$ cat src/rtl/hazard_ctrl.sv
// hazard_ctrl: stall/flush controller for the 5-stage pipeline front end.
// Sequences load-use stalls, taken-branch/jump flushes and multi-cycle
// mult/div occupancy. Outputs are combinational from registered state plus
// the current cycle's hazard inputs.
// Optional feature: define HAZARD_PERF_EN to add the stall_cycles and
// flush_count performance counter ports.
module hazard_ctrl #(
    parameter int LOAD_STALL_CYCLES = 1,
    parameter int MULDIV_CYCLES     = 8
) (
    input  logic       clk,
    input  logic       rst,
    input  logic [4:0] ID_rs,
    input  logic [4:0] ID_rt,
    input  logic       ID_isMulDiv,
    input  logic       ID_useHiLo,
    input  logic       EX_memRead,
    input  logic [4:0] EX_rt,
    input  logic       EX_flush,
    output logic       pc_write,
    output logic       IF_ID_sleep,
    output logic       IF_ID_nop,
    output logic       ID_EX_nop,
    output logic       md_busy
`ifdef HAZARD_PERF_EN
    ,
    output logic [31:0] stall_cycles,
    output logic [31:0] flush_count
`endif
);

    localparam logic [1:0] ST_RUN      = 2'd0;
    localparam logic [1:0] ST_LD_STALL = 2'd1;
    localparam logic [1:0] ST_MD_WAIT  = 2'd2;

    localparam logic [1:0] ACT_NONE  = 2'd0;
    localparam logic [1:0] ACT_STALL = 2'd1;
    localparam logic [1:0] ACT_FLUSH = 2'd2;

    // The load-use cycle itself is the first bubble, so LD_STALL covers the rest.
    localparam logic [7:0] LD_CNT_INIT = 8'(LOAD_STALL_CYCLES - 1);
    localparam logic [7:0] MD_CNT_INIT = 8'(MULDIV_CYCLES);

    logic [1:0] state;
    logic [1:0] state_nxt;
    logic [7:0] cnt;
    logic [7:0] cnt_nxt;
    logic [1:0] act;
    logic       lu_hit;

    assign lu_hit = EX_memRead && (EX_rt != 5'd0) &&
                    ((EX_rt == ID_rs) || (EX_rt == ID_rt));

    // Next-state, counter and per-cycle action; priority is flush > mult/div > load-use.
    always_comb begin
        act       = ACT_NONE;
        state_nxt = state;
        cnt_nxt   = cnt;
        case (state)
            ST_RUN: begin
                if (EX_flush) begin
                    act = ACT_FLUSH;
                end else if (ID_isMulDiv) begin
                    cnt_nxt   = MD_CNT_INIT;
                    state_nxt = ST_MD_WAIT;
                end else if (lu_hit) begin
                    act = ACT_STALL;
                    if (LOAD_STALL_CYCLES > 1) begin
                        cnt_nxt   = LD_CNT_INIT;
                        state_nxt = ST_LD_STALL;
                    end
                end
            end
            ST_LD_STALL: begin
                if (EX_flush) begin
                    act       = ACT_FLUSH;
                    cnt_nxt   = 8'd0;
                    state_nxt = ST_RUN;
                end else begin
                    act = ACT_STALL;
                    if (cnt <= 8'd1) begin
                        cnt_nxt   = 8'd0;
                        state_nxt = ST_RUN;
                    end else begin
                        cnt_nxt = cnt - 8'd1;
                    end
                end
            end
            ST_MD_WAIT: begin
                // The mult/div is older than any branch, so a flush does not cancel it.
                if (EX_flush) begin
                    act = ACT_FLUSH;
                end else if (ID_isMulDiv || ID_useHiLo || lu_hit) begin
                    act = ACT_STALL;
                end
                if (cnt <= 8'd1) begin
                    cnt_nxt   = 8'd0;
                    state_nxt = ST_RUN;
                end else begin
                    cnt_nxt = cnt - 8'd1;
                end
            end
            default: begin
                cnt_nxt   = 8'd0;
                state_nxt = ST_RUN;
            end
        endcase
    end

    // Output decode; reset overrides everything with a squash-all, hold-PC pattern.
    always_comb begin
        pc_write    = 1'b1;
        IF_ID_sleep = 1'b0;
        IF_ID_nop   = 1'b0;
        ID_EX_nop   = 1'b0;
        md_busy     = 1'b0;
        if (!rst) begin
            pc_write  = 1'b0;
            IF_ID_nop = 1'b1;
            ID_EX_nop = 1'b1;
        end else begin
            md_busy = (state == ST_MD_WAIT);
            case (act)
                ACT_STALL: begin
                    pc_write    = 1'b0;
                    IF_ID_sleep = 1'b1;
                    ID_EX_nop   = 1'b1;
                end
                ACT_FLUSH: begin
                    IF_ID_nop = 1'b1;
                    ID_EX_nop = 1'b1;
                end
                default: ;
            endcase
        end
    end

    // State and counter registers with synchronous active-low reset.
    always_ff @(posedge clk) begin
        if (!rst) begin
            state <= ST_RUN;
            cnt   <= 8'd0;
        end else begin
            state <= state_nxt;
            cnt   <= cnt_nxt;
        end
    end

`ifdef HAZARD_PERF_EN
    // Free-running wrap-around counters of stall cycles and flush events.
    always_ff @(posedge clk) begin
        if (!rst) begin
            stall_cycles <= 32'd0;
            flush_count  <= 32'd0;
        end else begin
            if (!pc_write) begin
                stall_cycles <= stall_cycles + 32'd1;
            end
            if (EX_flush) begin
                flush_count <= flush_count + 32'd1;
            end
        end
    end
`endif

endmodule

$ cat config.mk
export PLATFORM = sky130hd
export DESIGN_NAME = hazard_ctrl
export DESIGN_NICKNAME = d
export VERILOG_FILES = /design/src/rtl/hazard_ctrl.sv
export SDC_FILE = /design/constraint.sdc
export NUM_CORES = 1
export LEC_CHECK = 0
export BUFFER_PORTS_ARGS = -buffer_cell sky130_fd_sc_hd__buf_2
export CAP_MARGIN = 20
export CORE_MARGIN = 1.5
export CORE_UTILIZATION = 48
export CTS_CLUSTER_SIZE = 8
export DETAILED_ROUTE_END_ITERATION = 6
export GPL_ROUTABILITY_DRIVEN = 0
export GPL_TIMING_DRIVEN = 0
export PLACE_DENSITY_LB_ADDON = 0.3
export SLEW_MARGIN = 0
export SYNTH_ARGS = -nofsm -noshare
export SYNTH_HDL_FRONTEND = slang
export SYNTH_SLANG_ARGS = --single-unit
$ cat constraint.sdc
create_clock -name clk -period 2.2 [get_ports clk]
set_input_delay 0.33 -clock clk [delete_from_list [all_inputs] [get_ports clk]]
set_output_delay 0.33 -clock clk [all_outputs]
set_load 0.005 [all_outputs]
# Word-level counts from Yosys, hierarchy flattened
# Cells that the tools add are included.
# op_classes
addsub	1
mul	0
div	0
order_cmp	1
eq_ne	8
shift	0
mux	26
n_bitwise	0
n_reduce_logical	9
# op_table
cell	n
$mux W8	4
$pmux W8 S3	1
$mux W2	7
$mux W1	12
$pmux W2 S3	2
$eq A5 B5 Y1	2
$le A8 B1 Y1 const B	1
$sub A8 B1 Y8 const B	1
$reduce_bool A5 Y1	1
$eq A2 B1 Y1 const B	2
$eq A2 B2 Y1 const B	2
$ne A2 B2 Y1 const B	2
$logic_or A1 B1 Y1	3
$logic_and A1 B1 Y1	2
$logic_not A2 Y1	1
$reduce_and A2 Y1	1
$reduce_or A2 Y1	1
# word_totals
reg_bits	10
latchBits	0
ramBits	0
mem_bits_ro	0
input_bits	21
output_inout_bits	5
word_cells	47
memories	0

# Depth between registers and ports, before layout
# logic_depth
depth_word	11
ltp_mapped	6
ltp_nobuf	6

# Worst setup path after synthesis
# Ideal clock, no wire load.
# synth_path
kind	input to output
from	input port EX_rt[4]
to	output port ID_EX_nop
arrival_ps	1443
t_required_ps	1870
path_slack_ps	427
cell_stages	6
path_buffers	0
cell_sequence	xor2_1 -> nor3_1 -> a22oi_1 -> o32a_1 -> ha_1 -> nand2_1
# synth_via
elab_chain_len	11
word_cells_on_any_way	18
classes_between	eq/ne: 4; mux: 8; reduce/logical: 6
# synth_rtl
item	line	rtl
from (decl)	18	input logic [4:0] EX_rt,
$eq A5 B5 Y1 or $reduce_bool A5 Y1 (tied branches)	52, 51	
$logic_or A1 B1 Y1 or $logic_and A1 B1 Y1 (tied branches)	52, 51	
$logic_and A1 B1 Y1 (*)	51	assign lu_hit = EX_memRead && (EX_rt != 5'd0) &&
$mux W1 or $logic_or A1 B1 Y1 (tied branches)	66, 93	
$mux W1, on equally long branches	63, 93	
$mux W2, on equally long branches	61, 91	
$pmux W2 S3 (*)	59	case (state)
$eq A2 B2 Y1 or $eq A2 B1 Y1 (tied branches)	123	case (act)
$reduce_or A2 Y1 (no source line) (*)	--	
$mux W1 (*)	123	
$mux W1 (*)	117	if (!rst) begin
to (decl)	23	output logic ID_EX_nop,
# Mark *: on every way between the ends. The rest lies on a longest branch, timed or not.

# Worst setup path after layout
# layout_path
from	register state[0]
to	output port IF_ID_sleep
# layout_via
elab_chain_len	5
word_cells_on_any_way	7
classes_between	eq/ne: 3; mux: 3; reduce/logical: 1
# layout_rtl
item	line	rtl
from (decl)	44	logic [1:0] state;
from (signal assigned)	144	state <= state_nxt;
$eq A2 B2 Y1 (tied with other cells)	59	
$pmux W2 S3 (*)	59	
$eq A2 B1 Y1 (*)	123	
$mux W1 (*)	123	
$mux W1 (*)	117	
to (decl)	21	output logic IF_ID_sleep,
# Marked as above.

==> metrics.sh <==
YS_SEQ_AREA_SHARE_PCT=26.36
TRITONCTS='yes'
CLK_TRANSITION_REPORTED_PATHS_NS=0.06
CRITICAL_PATH_REQUIRED_NS=1.87
WORST_SKEW_PAIR.LATE_LATENCY_NS=0.26
DIE_AREA_SQ_UM=1830
HOLD_VIOLATIONS_FINAL=0
FINAL_CELL_COUNT_NO_FILL=141
CLOCK_SKEW_NS=0.005932
STARTPOINT_TYPE='register'
PLACE.PORT_BUFFERS=25
DPL.HPWL_UM=1331
DETAIL-ROUTE-ANTENNA-NETS=0
CORE_AREA_SQ_UM=1489
MAPPEDNETLISTNETS=122
REGTOREGENDPOINT='cnt[1]'
DIE_HEIGHT_UM=42.78
SYNTH.TOP_CELLS.BY_AREA='sky130_fd_sc_hd__dfxtp_1 (26%), sky130_fd_sc_hd__xor2_1 (14%), sky130_fd_sc_hd__nor2_1 (7.4%), sky130_fd_sc_hd__ha_1 (6.6%), sky130_fd_sc_hd__inv_1 (3.0%)'
BUFFERS_PLUS_INVERTERS_ON_THE_WORST_SETUP_PATH=1
CTSHTREEMAXLEVEL=1
CRITICALPATHCATEGORY='register to output port'
ORIGIN_OF_THE_WORST_SETUP_PATH='state[0]'
CRITICAL_PATH.REG2REG.STARTPOINT='cnt[0]'
FIN_TNS_SETUP_NS=0
WIRELENGTH_UM=1637
AREA_ADDED_BETWEEN_SYNTHESIS_AND_FINISH_PCT=22.08
REG2REG_SLACK_NS=0.32
GLOBALROUTETOTALUTIL_PCT=19.24
CELL_TYPE_OF_THE_SLOWEST_STAGE_ON_THE_WORST_TIMING_PATH='sky130_fd_sc_hd__dfxtp_1'
CTS_HOLD_REPAIR.BUFFERS=0
STARTING_DENSITY_OF_THE_CORE_PCT=51.01
MOSTFREQUENTLAYOUTCELLS='sky130_fd_sc_hd__buf_2 (25), sky130_fd_sc_hd__nor2_1 (15), sky130_fd_sc_hd__xor2_1 (12)'
POST_DRT_VIA_CELL_RATIO=5.560
SYNTHDOMINANTAREACELLTYPE='sky130_fd_sc_hd__dfxtp_1'
RELSLEWSLACK_PCT=54.79
MIN_PERIOD_OVER_PERIOD_PCT=94.03
NUMCTSBUFFERS=3
SYNTHESIS.AREA_SQ_UM=759.5
MAX_FREQ_GHz=0.4834
CLOCK_PATH_BUFFERS=2
RATIO_OF_CELLS_WITH_DRIVE_ABOVE_1_IN_THE_FINAL_LAYOUT_PCT=24.80
ANTENNA_CELL_COUNT=0
WORSTREGTOREGCELLS=6
POSTCTSSETUPBUFFERS=0
DRT_FIRST_PASS_ITERS=5
YS_SEQ_ELEMENTS=10
FIRST_PASS_GRT_WIRE_LENGTH_UM=2766
HOLD-PATH-CELL-COUNT=3
SYNTHCELLS=97
NNETSFINAL=152
MAXCAPVIOLCOUNT=0
OUTCOME='finished clean'
CLOCK-ROOT-BUFFER='sky130_fd_sc_hd__clkbuf_4'
YOSYS.CELL_TYPES.COUNT=32
FINALWORSTPATHREQUIREDPERIOD_NS=2.069
INITIALDRTVIOLATIONCOUNT=18
MAXIMUM_NUMBER_OF_PINS_ON_ONE_NET_BEFORE_GLOBAL_ROUTE_REPAIR=8
CTSRESIZECOUNT=0
PLACED_CELLS=138
CP_CELL_SEQUENCE='nand2b_1, nor2_1, a21oi_1, o32ai_1, ha_1, and2_1, buf_2'
CRITPATHMAXSTAGEDELAY_NS=0.39
GRT_PASS1_VIAS=719
SYNTH.YOSYS.WARNINGS=0
HOLD_CLASS='input port to register'
BOUNDARYPINS=26
CPLARGESTDELAYFAMILY='simple AND/OR/NAND/NOR gates'
DRV_SLEW=0
PER_CELL_ROUTED_WIRE_LENGTH_UM=11.61
WORST-ENDPOINT-ARRIVAL_NS=1.74
MAX_SLEW.WORST_PIN.SLEW_NS=0.6719
GRT_ANTENNA_BEFORE_REPAIR=0
MIN_FROM='rst'
TIMING.HOLD.WORST_ENDPOINT='cnt[7]'
CHIPWIDTH_UM=42.78
ROUTE.DETAILED.DRC=0
STD_CELL_ROWS=14
CP-END-KIND='output port'
RSZ0062_AT_GRT='false'
SYNTH_TOP_AREA_SHARE_PCT=26.36
SUM_OF_OVERFLOW_ACROSS_ALL_LAYERS_AFTER_GLOBAL_ROUTING=0
HOLD_WS_NS=0.4651
AVGSYNTHCELLAREA_SQ_UM=7.830
MOST_COMMON_CELL_AFTER_LAYOUT_FILL_AND_TAPS_ASIDE='sky130_fd_sc_hd__buf_2'
FILLERS=138
MAX-VDD-IR-DROP_V=0.0004735
POWER.LEAKAGE_nW=0.4109
CELLPOWERDENSITY_nW_PER_UM2=558.8
CLKSINKCOUNT=10
SETUP_VIOL=0
VIA_COUNT=784
CRITICAL_PATH_FANOUTS_MAX=6
## logic make-up after synthesis
family	after synthesis	synth area share, %
AO/OA/AOI/OAI	22	20.43
XOR/XNOR	14	16.15
adder cells (fa/ha/maj)	4	6.590
buffers and inverters	6	2.965
AND/OR/NAND/NOR	41	27.51
flip-flops	10	26.36
## state kept, by name (all words and copies together), names as in the netlist
name   flops
cnt        8
state      2
## worst max-delay path by stage
| stage | to | slack, ns | depth (start not counted) |
|---|---|---|---|
| after floorplan | ID_EX_nop | 0.43 | 6 |
| after CTS | IF_ID_sleep | 0.13 | 7 |
| after detailed placement | ID_EX_nop | 0.13 | 8 |
| after global routing | ID_EX_nop | 0.02 | 7 |
| after global placement | ID_EX_nop | 0.16 | 8 |
| final | IF_ID_sleep | 0.13 | 7 |
## metrics by stage
stage / cell area, sq um / total power [mW] / worst slack (ns) / utilization, %
5_1_grt: 927.1 / 0.5580 / 0.01576 / 62.27
3_3_place_gp: 904.6 / 0.3982 / 0.1584 / 60.76
3_5_place_dp: 904.6 / 0.4031 / 0.1341 / 60.76
4_1_cts: 927.1 / 0.5253 / 0.1266 / 62.27
6_report: 927.1 / 0.5180 / 0.1314 / 62.27
2_1_floorplan: 759.5 / 0.3465 / 0.4273 / -
## worst min-delay path, stage by stage
cell and delay (ns):
sky130_fd_sc_hd__buf_2 0.12, sky130_fd_sc_hd__inv_1 0.12, sky130_fd_sc_hd__a21oi_1 0.12
## report_power, final
part           leakage [nW]  internal, mW  switching (mW)
clock                0.0138        0.0628          0.0552
sequential           0.0817         0.199          0.0181
combinational         0.315        0.0838          0.0997
## area by class of cell
class,instances,area [sq um],area share [%]
multi-input combinational,81,536.8,57.89
sequential,10,200.2,21.59
timing repair buffer,25,125.1,13.50
clock buffer,3,22.52,2.429
inverter,6,22.52,2.429
tap,16,20.02,2.159
## per-layer routing
metal	up-vias	part of all wire [%]	GRT usage, %
met4	0	0	3.125
met5	-	0	0
li1	408	-	-
met3	0	4.9	6.383
met2	14	51	34.55
met1	362	44	22.19
## synth_stat cells
| cell | count |
|---|---|
| sky130_fd_sc_hd__a211oi_1 | 2 |
| sky130_fd_sc_hd__o211ai_1 | 2 |
| sky130_fd_sc_hd__o31a_1 | 1 |
| sky130_fd_sc_hd__o21ai_0 | 4 |
| sky130_fd_sc_hd__and3_1 | 1 |
| sky130_fd_sc_hd__o21bai_1 | 1 |
| sky130_fd_sc_hd__nand3_1 | 1 |
| sky130_fd_sc_hd__xnor2_1 | 2 |
| sky130_fd_sc_hd__nor3_1 | 4 |
| sky130_fd_sc_hd__nand4b_1 | 1 |
| sky130_fd_sc_hd__o32a_1 | 1 |
| sky130_fd_sc_hd__nand2_1 | 5 |
| sky130_fd_sc_hd__or3_1 | 2 |
| sky130_fd_sc_hd__a21oi_1 | 4 |
| sky130_fd_sc_hd__nor4_1 | 2 |
| sky130_fd_sc_hd__dfxtp_1 | 10 |
| sky130_fd_sc_hd__or4_1 | 1 |
| sky130_fd_sc_hd__or2_2 | 2 |
| sky130_fd_sc_hd__or2_0 | 1 |
| sky130_fd_sc_hd__ha_1 | 4 |
| sky130_fd_sc_hd__nor2_1 | 15 |
| sky130_fd_sc_hd__o32ai_1 | 1 |
| sky130_fd_sc_hd__nor2b_1 | 1 |
| sky130_fd_sc_hd__a32oi_1 | 2 |
| sky130_fd_sc_hd__xor2_1 | 12 |
| sky130_fd_sc_hd__nand2b_1 | 2 |
| sky130_fd_sc_hd__a22oi_1 | 2 |
| sky130_fd_sc_hd__and2_1 | 2 |
| sky130_fd_sc_hd__inv_1 | 6 |
| sky130_fd_sc_hd__or3b_4 | 1 |
| sky130_fd_sc_hd__o2111ai_1 | 1 |
| sky130_fd_sc_hd__a22o_1 | 1 |
Note: power is estimated with default switching activity, not from simulation.
